### config.mk
export PLATFORM = sky130hd
export DESIGN_NAME = lsu_split_unit
export DESIGN_NICKNAME = d
export VERILOG_FILES = /design/src/rtl/lsu_split_unit.sv
export SDC_FILE = /design/constraint.sdc
export NUM_CORES = 1
export LEC_CHECK = 0
export ABC_AREA = 0
export CAP_MARGIN = 25
export CORE_ASPECT_RATIO = 0.8
export CORE_MARGIN = 1
export CORE_UTILIZATION = 40
export DETAILED_ROUTE_END_ITERATION = 8
export GPL_ROUTABILITY_DRIVEN = 0
export PLACE_DENSITY_LB_ADDON = 0.15
export REMOVE_ABC_BUFFERS = 1
export SYNTH_ARGS = -nofsm -noshare
export SYNTH_HDL_FRONTEND = slang
export SYNTH_SLANG_ARGS = --single-unit
### constraint.sdc
create_clock -name clk -period 5.5 [get_ports clk]
set_input_delay 1.375 -clock clk [delete_from_list [all_inputs] [get_ports clk]]
set_output_delay 1.375 -clock clk [all_outputs]
set_load 0.02 [all_outputs]
### src/rtl/lsu_split_unit.sv
// lsu_split_unit: load/store unit between execute stage and data bus.
// Accepts one access at a time, aligns store data / byte enables, extends
// load data, and splits bus-word-crossing accesses into two beats (or
// rejects them when MISALIGNED_EN=0).
// Ports:
//   clk, reset                  clock, synchronous active-high reset
//   req_valid/req_ready         core request handshake
//   req_we/size/unsigned        access type (size: 0=B,1=H,2=W,3=D)
//   req_addr/req_wdata          byte address, right-justified store data
//   rsp_valid/rsp_err/rsp_rdata one-cycle completion, error, load data
//   mem_valid/mem_ready         bus beat handshake
//   mem_we/addr/wdata/wmask     beat attributes (addr NB-aligned)
//   mem_rdata                   beat read data, valid with mem_ready
module lsu_split_unit #(
    parameter int unsigned XLEN          = 32,
    parameter bit          MISALIGNED_EN = 1'b1
) (
    input  logic            clk,
    input  logic            reset,
    input  logic            req_valid,
    output logic            req_ready,
    input  logic            req_we,
    input  logic [1:0]      req_size,
    input  logic            req_unsigned,
    input  logic [XLEN-1:0] req_addr,
    input  logic [XLEN-1:0] req_wdata,
    output logic            rsp_valid,
    output logic            rsp_err,
    output logic [XLEN-1:0] rsp_rdata,
    output logic            mem_valid,
    input  logic            mem_ready,
    output logic            mem_we,
    output logic [XLEN-1:0] mem_addr,
    output logic [XLEN-1:0] mem_wdata,
    output logic [XLEN/8-1:0] mem_wmask,
    input  logic [XLEN-1:0] mem_rdata
);
    localparam int unsigned NB = XLEN / 8;
    localparam int unsigned OW = $clog2(NB);

    typedef enum logic [1:0] {IDLE, BEAT0, BEAT1, RESP} state_t;

    state_t          r_state, w_state_nx;
    logic            r_we, r_uns, r_cross;
    logic [1:0]      r_size;
    logic [OW-1:0]   r_off;
    logic [XLEN-1:0] r_base, r_w_hi, r_lo;
    logic [NB-1:0]   r_m_hi;

    logic            r_req_ready, r_rsp_valid, r_rsp_err, r_mem_valid, r_mem_we;
    logic [XLEN-1:0] r_rsp_rdata, r_mem_addr, r_mem_wdata;
    logic [NB-1:0]   r_mem_wmask;

    logic            w_req_ready_nx, w_rsp_valid_nx, w_rsp_err_nx, w_mem_valid_nx, w_mem_we_nx;
    logic [XLEN-1:0] w_rsp_rdata_nx, w_mem_addr_nx, w_mem_wdata_nx;
    logic [NB-1:0]   w_mem_wmask_nx;
    logic            w_accept, w_beat0_done;

    // Request-side decode: offset, crossing, legality, aligned store data/mask
    logic [OW-1:0]     w_off;
    logic [3:0]        w_bytes;
    logic              w_cross, w_illegal;
    logic [2*XLEN-1:0] w_wide;
    logic [2*NB-1:0]   w_mask;
    logic [XLEN-1:0]   w_base_req;

    always_comb begin
        w_off      = req_addr[OW-1:0];
        w_bytes    = 4'(1) << req_size;
        w_cross    = (5'(w_off) + 5'(w_bytes)) > 5'(NB);
        w_illegal  = ((req_size == 2'd3) && (XLEN == 32)) || (w_cross && !MISALIGNED_EN);
        w_wide     = (2*XLEN)'(req_wdata) << {w_off, 3'b000};
        w_mask     = (((2*NB)'(1) << w_bytes) - (2*NB)'(1)) << w_off;
        w_base_req = req_addr & ~XLEN'(NB - 1);
    end

    // Load extraction: shift the beat pair down, keep `bytes` bytes, extend.
    // The top-bit mask (keep ^ keep>>1) picks the sign bit without a variable index.
    logic [2*XLEN-1:0] w_pair;
    logic [XLEN-1:0]   w_d, w_keep, w_top, w_ext;
    logic              w_sign;

    always_comb begin
        w_pair = (r_state == BEAT1) ? {mem_rdata, r_lo} : {XLEN'(0), mem_rdata};
        w_d    = XLEN'(w_pair >> {r_off, 3'b000});
        w_keep = XLEN'((64'(1) << (7'(8) << r_size)) - 64'(1));
        w_top  = w_keep ^ (w_keep >> 1);
        w_sign = !r_uns && (|(w_d & w_top));
        w_ext  = (w_d & w_keep) | (w_sign ? ~w_keep : '0);
    end

    // Next-state and next-output logic
    always_comb begin
        w_state_nx     = r_state;
        w_req_ready_nx = r_req_ready;
        w_rsp_valid_nx = 1'b0;
        w_rsp_err_nx   = r_rsp_err;
        w_rsp_rdata_nx = r_rsp_rdata;
        w_mem_valid_nx = r_mem_valid;
        w_mem_we_nx    = r_mem_we;
        w_mem_addr_nx  = r_mem_addr;
        w_mem_wdata_nx = r_mem_wdata;
        w_mem_wmask_nx = r_mem_wmask;
        w_accept       = 1'b0;
        w_beat0_done   = 1'b0;
        case (r_state)
            IDLE: begin
                if (req_valid) begin
                    w_accept       = 1'b1;
                    w_req_ready_nx = 1'b0;
                    if (w_illegal) begin
                        w_state_nx     = RESP;
                        w_rsp_valid_nx = 1'b1;
                        w_rsp_err_nx   = 1'b1;
                        w_rsp_rdata_nx = '0;
                    end else begin
                        w_state_nx     = BEAT0;
                        w_mem_valid_nx = 1'b1;
                        w_mem_we_nx    = req_we;
                        w_mem_addr_nx  = w_base_req;
                        w_mem_wdata_nx = w_wide[XLEN-1:0];
                        w_mem_wmask_nx = req_we ? w_mask[NB-1:0] : '0;
                    end
                end
            end
            BEAT0: begin
                if (mem_ready) begin
                    w_beat0_done = 1'b1;
                    if (r_cross) begin
                        w_state_nx     = BEAT1;
                        w_mem_addr_nx  = r_base + XLEN'(NB);
                        w_mem_wdata_nx = r_w_hi;
                        w_mem_wmask_nx = r_m_hi;
                    end else begin
                        w_state_nx     = RESP;
                        w_mem_valid_nx = 1'b0;
                        w_rsp_valid_nx = 1'b1;
                        w_rsp_err_nx   = 1'b0;
                        w_rsp_rdata_nx = r_we ? '0 : w_ext;
                    end
                end
            end
            BEAT1: begin
                if (mem_ready) begin
                    w_state_nx     = RESP;
                    w_mem_valid_nx = 1'b0;
                    w_rsp_valid_nx = 1'b1;
                    w_rsp_err_nx   = 1'b0;
                    w_rsp_rdata_nx = r_we ? '0 : w_ext;
                end
            end
            RESP: begin
                w_state_nx     = IDLE;
                w_req_ready_nx = 1'b1;
                w_rsp_err_nx   = 1'b0;
                w_rsp_rdata_nx = '0;
            end
            default: w_state_nx = IDLE;
        endcase
    end

    // State, output and datapath registers
    always_ff @(posedge clk) begin
        if (reset) begin
            r_state     <= IDLE;
            r_req_ready <= 1'b1;
            r_rsp_valid <= 1'b0;
            r_rsp_err   <= 1'b0;
            r_rsp_rdata <= '0;
            r_mem_valid <= 1'b0;
            r_mem_we    <= 1'b0;
            r_mem_addr  <= '0;
            r_mem_wdata <= '0;
            r_mem_wmask <= '0;
            r_we        <= 1'b0;
            r_uns       <= 1'b0;
            r_cross     <= 1'b0;
            r_size      <= '0;
            r_off       <= '0;
            r_base      <= '0;
            r_w_hi      <= '0;
            r_m_hi      <= '0;
            r_lo        <= '0;
        end else begin
            r_state     <= w_state_nx;
            r_req_ready <= w_req_ready_nx;
            r_rsp_valid <= w_rsp_valid_nx;
            r_rsp_err   <= w_rsp_err_nx;
            r_rsp_rdata <= w_rsp_rdata_nx;
            r_mem_valid <= w_mem_valid_nx;
            r_mem_we    <= w_mem_we_nx;
            r_mem_addr  <= w_mem_addr_nx;
            r_mem_wdata <= w_mem_wdata_nx;
            r_mem_wmask <= w_mem_wmask_nx;
            if (w_accept) begin
                r_we    <= req_we;
                r_uns   <= req_unsigned;
                r_cross <= w_cross;
                r_size  <= req_size;
                r_off   <= w_off;
                r_base  <= w_base_req;
                r_w_hi  <= w_wide[2*XLEN-1:XLEN];
                r_m_hi  <= req_we ? w_mask[2*NB-1:NB] : '0;
            end
            if (w_beat0_done) begin
                r_lo <= mem_rdata;
            end
        end
    end

    assign req_ready = r_req_ready;
    assign rsp_valid = r_rsp_valid;
    assign rsp_err   = r_rsp_err;
    assign rsp_rdata = r_rsp_rdata;
    assign mem_valid = r_mem_valid;
    assign mem_we    = r_mem_we;
    assign mem_addr  = r_mem_addr;
    assign mem_wdata = r_mem_wdata;
    assign mem_wmask = r_mem_wmask;

endmodule
==> results.md, run 1 <==
- Post-Synth XOR/XNOR Area: 2.18%
- Netlist area before placement: about 10000 sq um
- Number of standard cells in the final layout excluding fillers: 1826
- Required time at the endpoint of the critical path: 5860 ps
- Share of cells above drive strength 1: under 10%
- Number of placement rows: 52
- Number of routed nets with antenna violations: 0
- Relative max-transition margin: 33.6%
- Dominant combinational cell family by area after synthesis: compound AO/OA/AOI/OAI gates
- Crit end category: flip-flop
- Number of gates given a new drive strength after cts: 0
- Routed Wire Length: approximately 31000 um
- IO Pins: about 210
- Multiplexer area fraction after synthesis: 10.0%
- Number of buffers added by the clock tree synthesis step: 23
- Cell chosen for the clock root: clkbuf_16
- H-tree Lvls: 1
- Share of synthesized cell area in and, or, nand and nor gates: 20.4%
- Leakage power total: approximately 0.0047 uW
- Post-Place Cells: roughly 1800
- Final routed DRC violation total: 0
- Period minus WS final: about 3700 ps
- Setup_tns: 0 ps
- Number of flops mapped to enable cells by yosys: 0
- Initial cell density of the core: between 40% and 50%
- Skew-Pair Late Insertion Delay: a little over 500 ps
- Fraction of the yosys area taken by sequential cells: between 30% and 40%
- Grt ovf: 0
- Via count of the first global-routing pass: approximately 9000
- Largest net degree at the start of global routing: between 100 and 150
- Data arrival at the endpoint of the critical path: around 4000 ps
- Width of the die: roughly 180 um
- Detailed router's first-iteration violation count: roughly 670
- Distinct cell type count of the synthesized netlist: between 60 and 70
- Synth-to-layout area growth: 28.2%
- Number of vias after detailed routing: between 9000 and 10000
- Maximum clock skew at final layout: between 9 and 10 ps
- Synth warn: 0
- Count of endpoints failing hold in the final timing report: 0
- Asr flop ratio synth: 0%
- Top flip-flop cell by instance count after synthesis: dfxtp_1
- Detailed-routing iteration count for the pre-antenna-repair pass: 5
- Final max-slew violation count: 0
- Post-synthesis register bit count: ~200
- Standard cell core area: 25500 sq um
- Number of endpoints failing setup at the final stage: 0
- Clock tree from TritonCTS: done
- Area share of fa/ha/maj cells after synthesis: 1.63%
- Mean Syn Cell Area: approximately 7.9 sq um
- Sink count of the clock tree: 202
- Period Utilization, post-route: 66.5%
- Die Outline Area: 26800 sq um
- Quantity of I/O buffers inserted on ports: around 200
- Most common library cell in the layout ignoring fill and taps: nand2_1
- Highest-count cells in the layout ignoring fill and taps: nand2_1 (223), clkdlybuf4s50_1 (204), dfxtp_1 (201), nor2_1 (148), a21oi_1 (141)
- Synthesized instance count: around 1300
- HP Class: reg -> reg
- F_max: approximately 270 MHz
- Slew at the pin closest to its max-slew limit: around 1000 ps
- Total Nets Final: 1575
- CP max FO: 31
- Max capacitance violation total: 0
- Average wire per cell in the routed design: around 17 um
- Critical path startpoint category: flip-flop
- Vertical die dimension: 147 um
- Run status: finished, final reports clean
- Number of antenna violations at the first check in global routing: 0
- Post-CTS setup buffers: 0
- Detailed-placement wirelength estimate: just over 20000 um
- Overall routing resource usage: 23.0%
- Compound-gate portion of the synthesized area: 21.9%
- Maximum clock insertion buffer count: 3
- Critical path class: reg -> reg
- First-pass GRT wire length: around 50000 um
- Power per cell area: 512 nW/um^2
- Via-to-Cell Ratio: approximately 5.4
- IR drop worst, VDD: around 0.28 mV
- Worst R2R Setup Slack: 1840 ps
- Clock-pin transition on the worst setup and hold timing paths: about 60 ps
- Setup repair after global routing missed its margin: no
- Hold bufs inserted after CTS: 0
## cell families (layout without fill, tap and decap cells)
family,Yosys count,after routing
simple gates,500,500
compound gates,346,346
flops,202,202
buf+inv,135,288
mux,97,97
xor+xnor,26,26
fa+ha+maj,13,13
other cells,1,3
## path summary, 6_finish.rpt
path                    to         start  cells past startpoint
max          rsp_rdata[17]    r_state[0]                      9
min reg2reg   mem_addr[19]  mem_addr[19]                      2
max reg2reg  rsp_rdata[17]    r_state[0]                      9
min           mem_addr[19]  mem_addr[19]                      2
## power breakdown
group	internal, uW	switching (uW)
combinational	1300	1990
sequential	1830	248
clock	871	623
## through the flow
stage | hold slack, ps | utilization [%] | setup WS (ps) | instance area (sq um) | power (uW)
after floorplan | 426 | - | 277 | 10000 | 4120
after global placement | 437 | 49.7 | 1530 | 12700 | 5370
after detailed placement | 442 | 49.7 | 1510 | 12700 | 5400
after CTS | 454 | 52.6 | 1860 | 13400 | 6920
after global routing | 469 | 52.6 | 1600 | 13400 | 7340
final | 449 | 52.6 | 1840 | 13400 | 6870
## worst max-delay path: stages, from the launching register on
cell       delay [ps]
dfxtp_1           460
inv_1             130
ha_2              360
buf_4             340
nand2_1           470
nor2_1            210
a2111oi_4         410
o2111ai_4         160
o311ai_4          780
o21ai_1           160
## routing by layer
| metal | wire, um | part of all wire (%) | global-route usage [%] |
|---|---|---|---|
| met5 | 0 | 0 | 0 |
| met4 | 624 | 2.0 | 5.50 |
| met3 | 1740 | 5.6 | 3.54 |
| met2 | 13300 | 43 | 34.3 |
| met1 | 15600 | 50 | 34.2 |
## synth_stat cells (8+ instances only)
| library cell | count | area share, % |
|---|---|---|
| nor3_1 | 39 | 1.9 |
| buf_2 | 10 | 0.48 |
| clkbuf_1 | 89 | 3.2 |
| mux2_2 | 22 | 2.4 |
| a211oi_1 | 29 | 2.1 |
| nor4_1 | 9 | 0.54 |
| and3_1 | 13 | 0.78 |
| xor2_1 | 12 | 1.0 |
| dfxtp_1 | 202 | 39 |
| ha_1 | 12 | 1.4 |
| buf_1 | 11 | 0.39 |
| nand3_1 | 26 | 1.2 |
| o21ai_0 | 21 | 1.0 |
| a31oi_1 | 10 | 0.60 |
| o211ai_1 | 30 | 2.2 |
| mux2_1 | 14 | 1.5 |
| a22oi_1 | 18 | 1.3 |
| o21ai_1 | 16 | 0.77 |
| mux2i_1 | 57 | 5.5 |
| nor2b_1 | 12 | 0.72 |
| xnor2_1 | 14 | 1.2 |
| o21ai_2 | 10 | 0.84 |
| nor2_1 | 148 | 5.3 |
| nand2_1 | 224 | 8.0 |
| a221o_1 | 8 | 0.77 |
| inv_1 | 17 | 0.61 |
| a221oi_1 | 18 | 1.5 |
| a21oi_1 | 141 | 6.7 |
## registers in the layout, summed over array words and instances (netlist names), 2 cells and up
register and cells:
r_base 30, r_w_hi 24, mem_addr 30, r_state 2
r_size 2, mem_wdata 32, r_off 2, rsp_rdata 32
r_lo 32, r_m_hi 4, mem_wmask 4
## cell type report
cell class	instances	area [sq um]
fillers	2450	12100
multi-input cells	984	5910
flip-flops and latches	202	4050
repair buffers	226	2210
clock buffers	33	653
well taps	351	439
inverters	21	78.8
clock inverters	8	71.3
diodes	1	2.50
Power figures use the tool's default switching activity.
==> inputs of run 2 (changes only) <==
==> constraint.sdc (replaced) <==
create_clock -name clk -period 3.6 [get_ports clk]
set_input_delay 0.9 -clock clk [delete_from_list [all_inputs] [get_ports clk]]
set_output_delay 0.9 -clock clk [all_outputs]
set_load 0.02 [all_outputs]
==> results.md, run 2 (synthesized netlist as in run 1, its figures left out) <==
- Hold bufs inserted after CTS: 0
- Count of cells along the worst hold path: 2
- Quantity of I/O buffers inserted on ports: a little over 200
- Highest-count cells in the layout ignoring fill and taps: nand2_1 (223), clkdlybuf4s50_1 (204), dfxtp_1 (201), nor2_1 (148), a21oi_1 (141)
- Standard cell core area: 25500 sq um
- F_max: 337 MHz
- Crit end category: flip-flop
- Number of buffers added by the clock tree synthesis step: 24
- Combinational share of power: 47.6%
- Sink count of the clock tree: 202
- Via count of the first global-routing pass: 9191
- Diodes inserted: 0
- Max capacitance violation total: 0
- Final routed DRC violation total: 0
- Number of placement rows: 52
- IO Pins: between 200 and 250
- Final design utilization: between 50% and 60%
- Critical path startpoint category: input pin
- H-tree Lvls: 1
- Flop pwr share: between 20% and 30%
- Number of antenna violations at the first check in global routing: 0
- Proportion of power drawn by the clock network: a little under a quarter
- Count of endpoints failing hold in the final timing report: 0
- Multi-input gate area in the final layout: about 5900 sq um
- Number of gates given a new drive strength after cts: 0
- Power dissipated by switching net loads: around 4400 uW
- Relative max-transition margin: roughly two fifths
- Final max-slew violation count: 0
- Origin of the critical flop-to-flop path: r_state[0]
- Hold path endpoint: mem_wdata[19]
- Most common library cell in the layout ignoring fill and taps: nand2_1
- Average wire per cell in the routed design: about 17 um
- Final Instance Area: 13700 sq um
- First-pass GRT wire length: approximately 50000 um
- Post-place instance area: about 13000 sq um
- Critical path class: in -> reg
- Number of endpoints failing setup at the final stage: 0
- Sequential Area: between 4000 and 5000 sq um
- Skew-Pair Late Insertion Delay: roughly 500 ps
- Number of routed nets with antenna violations: 0
- Worst Reg-to-Reg Cells: 9
- Routed Wire Length: around 32000 um
- Initial cell density of the core: about two fifths
- HP Class: reg -> reg
- Setup repair after global routing missed its margin: no
- Cell-internal power: approximately 6600 uW
- Detailed router's first-iteration violation count: between 600 and 700
- Clock-pin transition on the worst setup and hold timing paths: around 60 ps
- Period Utilization, post-route: 82.4%
- Detailed-placement wirelength estimate: about 22000 um
- Total Nets Final: between 1500 and 2000
- Required time at the endpoint of the critical path: 4050 ps
- Leakage power total: ~0.0049 uW
- Width of the die: between 150 and 200 um
- Post-CTS setup buffers: 0
- Run status: finished, final reports clean
- Data arrival at the endpoint of the critical path: 3410 ps
- Overall routing resource usage: between 20 and 25%
- Synth-to-layout area growth: 30.7%
- Critical register-to-register path endpoint: rsp_rdata[19]
- Maximum clock insertion buffer count: 3
- Cell chosen for the clock root: clkbuf_16
- Fill cell instance count of the final layout: 2481
- Via-to-Cell Ratio: ~5.4
- Worst Min Path Start: mem_wdata[19]
- Die Outline Area: roughly 27000 sq um
- Period minus WS final: between 2000 and 3000 ps
- CP max FO: 8
- Grt ovf: 0
- Share of cells above drive strength 1: under 10%
- IR drop worst, VDD: approximately 0.37 mV
- Power per cell area: 805 nW/um^2
- Largest net degree at the start of global routing: 80
- Vertical die dimension: about 150 um
- Total chip power: approximately 11000 uW
- Clock tree from TritonCTS: done
- Worst R2R Setup Slack: between 700 and 800 ps
- Maximum clock skew at final layout: 13.0 ps
- Sw frac: about two fifths
- Number of vias after detailed routing: approximately 10000
- Detailed-routing iteration count for the pre-antenna-repair pass: 5
- Slew at the pin closest to its max-slew limit: between 900 and 1000 ps
- Worst hold slack across all endpoints: between 400 and 500 ps
run 2: cell count changes in the layout (fill, tap and decap cells not counted), moves of 2 or more:
cell       change
clkinv_2       -2
buf_12         +4
clkbuf_16      +2
bufinv_16      +2
clkbuf_8       +4
clkbuf_1       -3
buf_4          +9
run 2: final cells by class:
class                           instances  area share, %
Clock buffer                           36           5.46
Clock inverter                          6          0.768
Inverter                               21          0.576
Sequential cell                       202           29.6
Multi-Input combinational cell        984           43.2
Tap cell                              351           3.21
Timing Repair Buffer                  238           17.2
run 2: worst max-delay path by stage:
stage	from	end	slack [ps]	cells after the start
after floorplan	r_state[1]	mem_addr[25]	-1620	7
after global placement	mem_ready	rsp_rdata[13]	340	5
after detailed placement	mem_ready	rsp_rdata[14]	200	5
after CTS	mem_ready	rsp_rdata[8]	720	5
after global routing	mem_ready	rsp_rdata[15]	480	5
final	mem_ready	rsp_rdata[15]	630	5
run 2: metrics by stage:
stage	setup slack (ps)	TNS, ps	cells
after detailed placement	205	0	1796
after floorplan	-1620	-70390	1207
after global placement	341	0	1796
after global routing	483	0	1838
after CTS	716	0	1838
final	632	0	1838
run 2: per-layer routing:
| metal | wire length, um | track usage [%] |
|---|---|---|
| met2 | 13900 | 35.2 |
| met3 | 2120 | 3.97 |
| met1 | 15000 | 33.5 |
| met5 | 0 | 0 |
| met4 | 812 | 6.38 |
run 2: worst max-delay path: stages:
cell             delay, ps
clkdlybuf4s50_1        590
a21boi_0               350
o2111ai_1              440
nor3_1                 860
a221o_1                270
run 2: power by group through the flow:
| stage | combinational (uW) | sequential, uW | clock, uW |
|---|---|---|---|
| 2_1_floorplan | 2660 | 3630 | 0 |
| 3_3_place_gp | 5180 | 3220 | 0 |
| 3_5_place_dp | 5230 | 3230 | 0 |
| 4_1_cts | 5250 | 3190 | 2650 |
| 5_1_grt | 5730 | 3250 | 2750 |
| 6_report | 5240 | 3190 | 2590 |
==> inputs of run 3 (changes only) <==
==> constraint.sdc (replaced) <==
create_clock -name clk -period 3 [get_ports clk]
set_input_delay 0.75 -clock clk [delete_from_list [all_inputs] [get_ports clk]]
set_output_delay 0.75 -clock clk [all_outputs]
set_load 0.02 [all_outputs]
==> results.md, run 3 (synthesized netlist as in run 1, its figures left out) <==
- Maximum clock skew at final layout: 8.14 ps
- Via-to-Cell Ratio: between 5 and 6
- Worst Slack Setup Final: ~270 ps
- Via count of the first global-routing pass: roughly 9000
- Die Outline Area: approximately 27000 sq um
- Grt ovf: 0
- Clock-pin transition on the worst setup and hold timing paths: about 60 ps
- Run status: finished, final reports clean
- Number of gates given a new drive strength after cts: 0
- Standard cell core area: 25500 sq um
- Largest net degree at the start of global routing: 73
- Number of vias after detailed routing: ~10000
- Crit end category: flip-flop
- Leakage power total: slightly below 0.005 uW
- Setup repair after global routing missed its margin: no
- Routed Wire Length: ~32000 um
- Clock tree from TritonCTS: done
- Highest-count cells in the layout ignoring fill and taps: nand2_1 (223), clkdlybuf4s50_1 (204), dfxtp_1 (201), nor2_1 (148), a21oi_1 (141)
- Max capacitance violation total: 0
- Vertical die dimension: ~150 um
- Critical path startpoint category: flip-flop
- Power per cell area: 955 nW/um^2
- Initial cell density of the core: between 40% and 50%
- Worst hold slack across all endpoints: roughly 450 ps
- H-tree Lvls: 1
- Sink count of the clock tree: 202
- Number of buffers added by the clock tree synthesis step: 23
- F_max: 367 MHz
- Detailed-placement wirelength estimate: around 22000 um
- Synth-to-layout area growth: 32.0%
- Number of routed nets with antenna violations: 0
- Period minus WS final: approximately 2700 ps
- Quantity of I/O buffers inserted on ports: about 200
- Most common library cell in the layout ignoring fill and taps: nand2_1
- Required time at the endpoint of the critical path: about 3400 ps
- HP Class: reg -> reg
- Post-CTS setup buffers: 0
- Final design utilization: a little over half
- Worst R2R Setup Slack: between 200 and 300 ps
- Share of cells above drive strength 1: 9.95%
- First-pass GRT wire length: 50200 um
- Cell chosen for the clock root: clkbuf_16
- IR drop worst, VDD: 0.566 mV
- Number of endpoints failing setup at the final stage: 0
- Width of the die: approximately 180 um
- Detailed-routing iteration count for the pre-antenna-repair pass: 7
- Skew-Pair Late Insertion Delay: 510 ps
- Detailed router's first-iteration violation count: 740
- Final max-slew violation count: 0
- Number of placement rows: 52
- Data arrival at the endpoint of the critical path: 3120 ps
- Maximum clock insertion buffer count: 3
- Relative max-transition margin: roughly a third
- Count of endpoints failing hold in the final timing report: 0
- Average wire per cell in the routed design: 17.2 um
- Critical path class: reg -> reg
- Diodes inserted: 0
- Number of antenna violations at the first check in global routing: 0
- Hold bufs inserted after CTS: 0
- Total Nets Final: around 1600
- Overall routing resource usage: 23.3%
- Period Utilization, post-route: 90.9%
- Final routed DRC violation total: 0
- CP max FO: 25
- Slew at the pin closest to its max-slew limit: just under 1000 ps
- Setup WS pre-CTS: -29.7 ps
- IO Pins: ~210
[run 3: per-stage QoR]
| stage | cell area [sq um] | power [uW] | instances | setup TNS (ps) |
|---|---|---|---|---|
| floorplan | 10000 | 7510 | 1207 | -130230 |
| global placement | 13000 | 10300 | 1818 | -592 |
| detailed placement | 13000 | 10300 | 1819 | -189 |
| CTS | 13800 | 13300 | 1858 | 0 |
| global route | 13800 | 14000 | 1858 | 0 |
| finish | 13800 | 13200 | 1858 | 0 |
[run 3: metal layers]
metal,up-vias,part of all wire (%),track usage [%],wire [um]
li1,4982,-,-,-
met1,4814,49,34.6,15800
met2,285,43,35.0,13800
met3,40,5.4,3.57,1730
met4,0,2.0,5.79,640
met5,-,0,0,0
[run 3: cell type report]
class	instances	area [sq um]
Inverter	21	78.8
Clock buffer	34	667
Tap cell	351	439
Sequential cell	202	4050
Clock inverter	5	105
Fill cell	2471	11700
Multi-Input combinational cell	984	5910
Timing Repair Buffer	261	2560
[run 3: path summary, 6_finish.rpt]
kind / start / endpoint / depth (start not counted)
hold / removal: r_lo[21] / r_lo[21] / 2
hold reg to reg: r_lo[21] / r_lo[21] / 2
setup reg to reg: r_state[1] / rsp_rdata[13] / 8
setup / recovery: r_state[1] / rsp_rdata[13] / 8
[run 3: worst max-delay path, cell delays in order, from the launching register on]
cell	delay [ps]
dfxtp_1	400
ha_2	420
buf_4	300
buf_4	400
mux2i_1	330
nor2_1	60
a31oi_1	220
o21bai_1	130
a221o_1	320
[run 3: power breakdown]
group / leakage [uW] / switching (uW) / internal [uW] / total [uW]
clock network: 0.000369 / 1130 / 1790 / 2920
logic: 0.00291 / 3760 / 2710 / 6470
registers: 0.00165 / 435 / 3360 / 3800
